==> config.mk <==
export PLATFORM = sky130hd
export DESIGN_NAME = hazard_forward_unit
export DESIGN_NICKNAME = d
export VERILOG_FILES = /design/src/rtl/hfu_pkg.sv /design/src/rtl/hfu_src_match.sv /design/src/rtl/hazard_forward_unit.sv
export SDC_FILE = /design/constraint.sdc
export NUM_CORES = 1
export LEC_CHECK = 0
export CAP_MARGIN = 30
export CORE_MARGIN = 3
export CORE_UTILIZATION = 39
export CTS_CLUSTER_DIAMETER = 200
export DETAILED_ROUTE_END_ITERATION = 7
export GPL_TIMING_DRIVEN = 0
export HOLD_SLACK_MARGIN = 0.05
export PLACE_DENSITY_LB_ADDON = 0.15
export RECOVER_POWER = 25
export SLEW_MARGIN = 40
export SYNTH_ARGS = -nofsm -noshare
export SYNTH_HDL_FRONTEND = slang
export SYNTH_SLANG_ARGS = --single-unit
==> constraint.sdc <==
create_clock -name clk -period 1.55 [get_ports clk]
set_clock_uncertainty 0.1 [all_clocks]
set_input_delay 0.155 -clock clk [delete_from_list [all_inputs] [get_ports clk]]
set_output_delay 0.155 -clock clk [all_outputs]
set_load 0.01 [all_outputs]
==> src/rtl/hfu_pkg.sv <==
// hfu_pkg: shared definitions for the hazard/forwarding controller.
//
// Contents:
//   FWD_RF / FWD_EXMEM / FWD_MEMWB  operand-mux select encodings
//                                   (2'b11 is reserved and never driven)
//   ENT_* / ent_*()                 bit layout of one pipeline entry:
//                                   [0] valid, [1] regwrite,
//                                   [2 +: reg_aw] dst, [reg_aw+2] memread
//   Keeping memread as the top bit lets the forwarding view of an entry
//   be the contiguous low slice [reg_aw+1:0].
package hfu_pkg;

  localparam logic [1:0] FWD_RF    = 2'b00;
  localparam logic [1:0] FWD_EXMEM = 2'b10;
  localparam logic [1:0] FWD_MEMWB = 2'b01;

  localparam int ENT_VALID    = 0;
  localparam int ENT_REGWRITE = 1;
  localparam int ENT_DST      = 2;

  // Index of the memread bit for a given register address width.
  function automatic int ent_memread(input int reg_aw);
    return reg_aw + ENT_DST;
  endfunction

  // Total entry width for a given register address width.
  function automatic int ent_width(input int reg_aw);
    return reg_aw + ENT_DST + 1;
  endfunction

endpackage

==> src/rtl/hfu_src_match.sv <==
// hfu_src_match: per-operand producer search against the EX and MEM entries.
//
// Ports:
//   id_valid  in   ID holds a real instruction
//   src       in   source register address of this operand
//   used      in   operand is actually read
//   ex_ent    in   full EX entry (layout from hfu_pkg)
//   mem_ent   in   forwarding view of the MEM entry (valid/regwrite/dst only)
//   sel       out  select this operand gets when it enters EX next cycle
//   load_hit  out  operand depends on a load currently in EX
module hfu_src_match
  import hfu_pkg::*;
#(
  parameter int REG_AW = 5
) (
  input  logic                            id_valid,
  input  logic [REG_AW-1:0]               src,
  input  logic                            used,
  input  logic [ent_width(REG_AW)-1:0]    ex_ent,
  input  logic [ent_memread(REG_AW)-1:0]  mem_ent,
  output logic [1:0]                      sel,
  output logic                            load_hit
);

  logic live;
  logic hit_ex;
  logic hit_mem;

  // r0 is hard-wired zero: it never forwards and never stalls.
  assign live = id_valid & used & (src != '0);

  assign hit_ex = live & ex_ent[ENT_VALID] & ex_ent[ENT_REGWRITE]
                & (ex_ent[ENT_DST +: REG_AW] == src);

  assign hit_mem = live & mem_ent[ENT_VALID] & mem_ent[ENT_REGWRITE]
                 & (mem_ent[ENT_DST +: REG_AW] == src);

  // The EX entry is the younger producer, so it takes priority.
  always_comb begin
    sel = FWD_RF;
    if (hit_ex) begin
      sel = FWD_EXMEM;
    end else if (hit_mem) begin
      sel = FWD_MEMWB;
    end
  end

  assign load_hit = hit_ex & ex_ent[ent_memread(REG_AW)];

endmodule

==> src/rtl/hazard_forward_unit.sv <==
// hazard_forward_unit: clocked hazard and forwarding controller for a
// 5-stage pipeline. Tracks in-flight writers, registers per-operand
// forwarding selects into EX, requests load-use stalls and freezes the
// pipeline while a load in MEM waits on data memory.
//
// Optional feature macro: HFU_PERF_EN (live load-use stall counter).
//
// Ports:
//   clk, rst_n   clock, asynchronous active-low reset
//   id_valid     ID holds a real instruction
//   id_src       source addresses, operand s at [s*REG_AW +: REG_AW]
//   id_src_used  per-operand "is read" bits
//   id_dst       destination register
//   id_regwrite  instruction writes id_dst
//   id_memread   instruction is a load
//   mem_ready    data memory has returned load data
//   stall_id     hold PC and IF/ID, bubble into EX (combinational)
//   freeze       hold every pipeline register (combinational)
//   ex_fwd_sel   registered per-operand selects for the instruction in EX
//   stall_cnt    saturating load-use stall count (0 without HFU_PERF_EN)
//
// Memory handshake: a load in MEM completes in the first cycle mem_ready
// is high; every cycle before that the whole pipeline is frozen. mem_ready
// is ignored when MEM does not hold a valid load.
module hazard_forward_unit
  import hfu_pkg::*;
#(
  parameter int REG_AW  = 5,
  parameter int NUM_SRC = 2,
  parameter int CNT_W   = 16
) (
  input  logic                        clk,
  input  logic                        rst_n,
  input  logic                        id_valid,
  input  logic [NUM_SRC*REG_AW-1:0]   id_src,
  input  logic [NUM_SRC-1:0]          id_src_used,
  input  logic [REG_AW-1:0]           id_dst,
  input  logic                        id_regwrite,
  input  logic                        id_memread,
  input  logic                        mem_ready,
  output logic                        stall_id,
  output logic                        freeze,
  output logic [2*NUM_SRC-1:0]        ex_fwd_sel,
  output logic [CNT_W-1:0]            stall_cnt
);

  localparam int EW = ent_width(REG_AW);
  localparam int MR = ent_memread(REG_AW);

  // The WB stage is not stored: the register file writes before it is
  // read, so a retiring writer needs no forwarding or hazard tracking.
  logic [EW-1:0]          ex_ent;
  logic [EW-1:0]          mem_ent;
  logic [EW-1:0]          id_ent;
  logic [2*NUM_SRC-1:0]   next_sel;
  logic [NUM_SRC-1:0]     load_hit;
  logic                   bubble;

  assign id_ent = {id_memread, id_dst, id_regwrite, id_valid};

  for (genvar s = 0; s < NUM_SRC; s++) begin : g_src
    hfu_src_match #(
      .REG_AW (REG_AW)
    ) u_match (
      .id_valid (id_valid),
      .src      (id_src[s*REG_AW +: REG_AW]),
      .used     (id_src_used[s]),
      .ex_ent   (ex_ent),
      .mem_ent  (mem_ent[MR-1:0]),
      .sel      (next_sel[2*s +: 2]),
      .load_hit (load_hit[s])
    );
  end

  assign freeze   = mem_ent[ENT_VALID] & mem_ent[MR] & ~mem_ready;
  // Freeze wins; a masked stall is re-evaluated once the freeze lifts.
  assign stall_id = (|load_hit) & ~freeze;
  assign bubble   = stall_id | ~id_valid;

  always_ff @(posedge clk or negedge rst_n) begin
    if (!rst_n) begin
      ex_ent     <= '0;
      mem_ent    <= '0;
      ex_fwd_sel <= '0;
    end else if (!freeze) begin
      mem_ent <= ex_ent;
      if (bubble) begin
        ex_ent     <= '0;
        ex_fwd_sel <= '0;
      end else begin
        ex_ent     <= id_ent;
        ex_fwd_sel <= next_sel;
      end
    end
  end

`ifdef HFU_PERF_EN
  logic [CNT_W-1:0] cnt;

  // stall_id is already masked by freeze, so a frozen cycle never counts.
  always_ff @(posedge clk or negedge rst_n) begin
    if (!rst_n) begin
      cnt <= '0;
    end else if (stall_id && (cnt != '1)) begin
      cnt <= cnt + 1'b1;
    end
  end

  assign stall_cnt = cnt;
`else
  assign stall_cnt = '0;
`endif

endmodule
## Word-level counts from Yosys, hierarchy flattened

Index checks and enable logic that the tools add are counted.
Widths: inputs -> output; s select.

- Eq/ne operators: 4
- Muxes and demuxes: 6
- Bitwise gates (word level): 25
- Reduce and logical (&&, ||, !) cells: 3

Operators with widths:

| cell | count |
|---|---|
| $and 1x1->1 | 21 |
| $eq 5x5->1 | 4 |
| $reduce_bool 5->1 | 2 |
| $mux 8 | 1 |
| $mux 2 | 2 |
| $mux 4 | 1 |
| $not 1->1 | 3 |
| $mux 1 | 2 |
| $reduce_or 2->1 | 1 |
| $or 1x1->1 | 1 |

- Register bits after elaboration: 20
- Bits of input ports: 23
- Output and inout bits: 22
- Word-level logic and storage cells: 41

## Depth between registers and ports, before layout

- Word-level depth: 10
- Gate-level depth with buffers: 6
- Depth with buffers taken out: 5

## Modules after synthesis

Synthesis repeated with hierarchy kept, for this count alone.

- Cell total of the unflattened synthesis: 118
- Area total of the unflattened synthesis: 1346.3 µm²

By module, submodules not included:

| module | times used | cells an instance | area an instance (µm²) | seq. area each (µm²) |
|---|---|---|---|---|
| hazard_forward_unit | 1 | 78 | 1033.5 | 500.5 |
| hfu_src_match | 2 | 20 | 156.4 | 0.0 |

## Worst setup path before layout

Ideal clock, no wire load.

- Kind: register to register
- Start point: register ex_ent[2]
- End point: register ex_ent[2]
- Library setup time: 0.122 ns
- Arrival: 1.457 ns
- Data required time: 1.328 ns
- Path slack: -0.129 ns
- Stages on the path, launching flop included: 6
- Buffers on the path: 0
- Period minus slack after synthesis: 1.679 ns
- Cells stage by stage: dfrtp_1 -> xnor2_1 -> nand4_1 -> nor4_2 -> o21ai_2 -> a32o_1

- Cells in the longest elaborated chain, start to end: 7
- Elaborated cells on any way between the ends: 10
- Classes of those cells: eq/ne: 2; mux: 1; bitwise: 6; reduce/logical: 1

Ends and longest elaborated chain:

| what | RTL line | text |
|---|---|---|
| from (decl) | hazard_forward_unit.sv:52 | `logic [EW-1:0] ex_ent;` |
| from (signal assigned) | hazard_forward_unit.sv:91 | `ex_ent <= id_ent;` |
| $eq 5x5->1 | hfu_src_match.sv:33 | `& (ex_ent[ENT_DST +: REG_AW] == src);` |
| $and 1x1->1 | hfu_src_match.sv:33 |  |
| $and 1x1->1 | hfu_src_match.sv:48 | `assign load_hit = hit_ex & ex_ent[ent_memread(REG_AW)];` |
| $reduce_or 2->1 (*) | hazard_forward_unit.sv:77 | `assign stall_id = (\|load_hit) & ~freeze;` |
| $and 1x1->1 (*) | hazard_forward_unit.sv:77 |  |
| $or 1x1->1 (*) | hazard_forward_unit.sv:78 | `assign bubble = stall_id \| ~id_valid;` |
| $mux 8 (*) | hazard_forward_unit.sv:87 | `if (bubble) begin` |

Mark *: on every way between the ends. The rest lies on a longest branch, timed or not.
A chain may end at the register's enable or synchronous reset.

## Worst setup path in the final report

- Start point: register ex_ent[6]
- End point: output port stall_id

- Cells in the longest elaborated chain, start to end: 5
- Elaborated cells on any way between the ends: 8
- Classes of those cells: eq/ne: 2; bitwise: 5; reduce/logical: 1

Ends and longest elaborated chain:

| what | RTL line | text |
|---|---|---|
| $eq 5x5->1 | hfu_src_match.sv:33 |  |
| $and 1x1->1 | hfu_src_match.sv:33 |  |
| $and 1x1->1 | hfu_src_match.sv:48 |  |
| $reduce_or 2->1 (*) | hazard_forward_unit.sv:77 |  |
| $and 1x1->1 (*) | hazard_forward_unit.sv:77 |  |
| to (decl) | hazard_forward_unit.sv:41 | `output logic stall_id,` |

Marked as above.

==> impl_metrics.tcl <==
set metrics [dict create \
    fill_cells 243 \
    final_area_um2 1790 \
    synth_area_um2 1190 \
    clk_path_buf_depth 2 \
    die-area_um2 3750 \
    clk_latency_ns 0.30 \
    dpl_cell_area_um2 1590 \
    crit_start "ex_ent[6]" \
    areaGrowthSynthToFinish_pct 50.7 \
    rows 19 \
    grt_use_total_pct 17.3 \
    wl_per_cell_um 14.8 \
    max_slew_margin_pct 65.5 \
    grt_pass1_wl_mm 4.64 \
    vias 1058 \
    start_util_pct 42.0 \
    cp.arrival_ns 1.73 \
    slew_violations 0 \
    synth_area_leader_cell "dfrtp_1" \
    dp_hpwl_mm 2.25 \
    synth_common_cells "nand2_1, dfrtp_1, buf_4" \
    outcome "finished, violations left" \
    clkSinkCount 20 \
    syn_avg_cell_area_um2 9.82 \
    grt_setup_unrepaired "yes" \
    fin_crit_ns 1.98 \
    synth-edff-count 0 \
    setup_viol 13 \
    dp_slack_ns -1.18 \
    synth.most_common_cell "nand2_1" \
    overflow 0 \
    start_kind "flop" \
    min-delay-path-class "in2async" \
    synth_area_leaders "dfrtp_1, buf_4, xnor2_1, nand2_1, xor2_1" \
    r2r-start "ex_ent[6]" \
    postLayoutCoreUtil_pct 63.3 \
    synthDistinctLibCells 25 \
    finalCritPeriodShare_pct 128 \
    path_clk_slew_ns 0.12 \
    ir_drop_mv 0.611 \
    gp_congestion 0.896 \
    coreArea_um2 2830 \
    die-width_um 61.2 \
    cts_root_buf "clkbuf_4" \
    grt_max_degree 21 \
    nets 203 \
    die_h_um 61.2 \
    power.total_mw 1.21 \
    max_freq_mhz 505 \
    cap_violations 0 \
    synth_seq_area_share_pct 42.1 \
    drc_errors 0 \
    ant_nets 0 \
    avgViaCountPerCell 5.04 \
    drtPass1Iterations 4 \
    insertedDiodeCount 0 \
    hold_violations 0 \
    antenna_found_initial 0 \
    synthFlopType "dfrtp_1" \
    fin_ws_ns -0.431 \
    failed_checks "setup timing" \
    synthCells 121 \
    ys_warn_count 0 \
    ys_ff_latch 20 \
    crit_type "reg2out" \
    cts.htree.levels 1 \
    cp.required_ns 1.29 \
    synthArstFlopShare_pct 100 \
    portBuffers 28 \
    io_pins 45 \
    synth_top_area_share_pct 42.1 \
    grt_pass1_vias 1019 \
    cts_buffers 3 \
    drtIter0Drc 16 \
    worst_pin_slew_ns 0.517 \
    power_density_nw_per_um2 676 \
    drive_above_1_share_pct 27.9 \
    wl_mm 3.10 \
    p_leak_nw 0.860 \
    crit_path_end_kind "output port" \
    worst-path-max-fanout 3 \
    ff2ff_path_depth 8 \
    cts_tree "yes" \
]
==> metal layers <==
layer / global-route usage, % / share of wire (%)
met5: 0 / 0
met2: 30.8 / 52
met3: 4.19 / 7.5
met4: 8.05 / 1.2
met1: 19.2 / 39
==> registers in the layout, summed over array words and instances (netlist names) <==
signal and flops:
ex_ent 8, mem_ent 8, ex_fwd_sel 4
==> cell families after synthesis <==
kind of cell | Yosys count | synth area share, %
flops | 20 | 42.1
compound gates | 15 | 12.1
simple gates | 44 | 19.1
other cells | 1 | 0.315
xor+xnor | 20 | 14.7
buf+inv | 21 | 11.7
==> path summary, 6_finish.rpt <==
path | to | slack (ns)
max | stall_id | -0.43
min | ex_ent[5] | 0.24
max reg2reg | ex_ent[3] | -0.39
min reg2reg | ex_fwd_sel[3] | 0.38
max in group asynchronous | ex_ent[4] | 0.73
min in group clk | ex_ent[5] | 0.37
==> critical path, stage by stage (launching register included) <==
cell,delay [ns]
dfrtp_1,0.43
buf_6,0.13
xnor2_2,0.11
nand4_1,0.16
nor4_4,0.27
o21ai_4,0.11
nor2_2,0.08
buf_2,0.13
==> cell type report <==
cell class	count	area [um2]	area share (%)
inverters	1	3.75	0.209
clock buffers	4	36.3	2.03
plain buffers	20	145	8.10
repair buffers	39	352	19.6
well taps	31	38.8	2.16
flip-flops and latches	20	503	28.1
multi-input cells	95	713	39.8
==> power by group <==
group	total, mW	switching, mW	internal, mW
sequential	0.600	0.0420	0.558
clock	0.310	0.167	0.143
combinational	0.302	0.141	0.161
total	1.21	0.350	0.861
==> cells in the final DEF (no fill, tap or decap), types with 3 or more instances in the layout <==
master / instances
clkbuf_1: 3
clkdlybuf4s50_1: 17
dlygate4sd2_1: 8
dfrtp_1: 18
xnor2_1: 11
conb_1: 16
nand4_1: 4
xor2_1: 8
clkbuf_4: 3
buf_6: 3
nand2_1: 23
a32o_1: 6
buf_4: 23
==> through the flow <==
step           instances  TNS (ns)  hold slack (ns)
2_1_floorplan        136    -0.682           -0.241
3_3_place_gp         195    -10.41            0.355
3_5_place_dp         195    -11.42           0.0392
4_1_cts              208     -4.03            0.229
5_1_grt              210     -5.17            0.283
6_report             210     -4.19            0.242
==> repair_timing <==
item,in CTS,in global routing
endpoints found under the setup margin,14,14
pin swaps,6,6
endpoints found under the hold margin,20,0
hold buffers,1,0
resized for setup,28,8
setup buffers,8,3
Note: power is estimated with default switching activity, not from simulation.
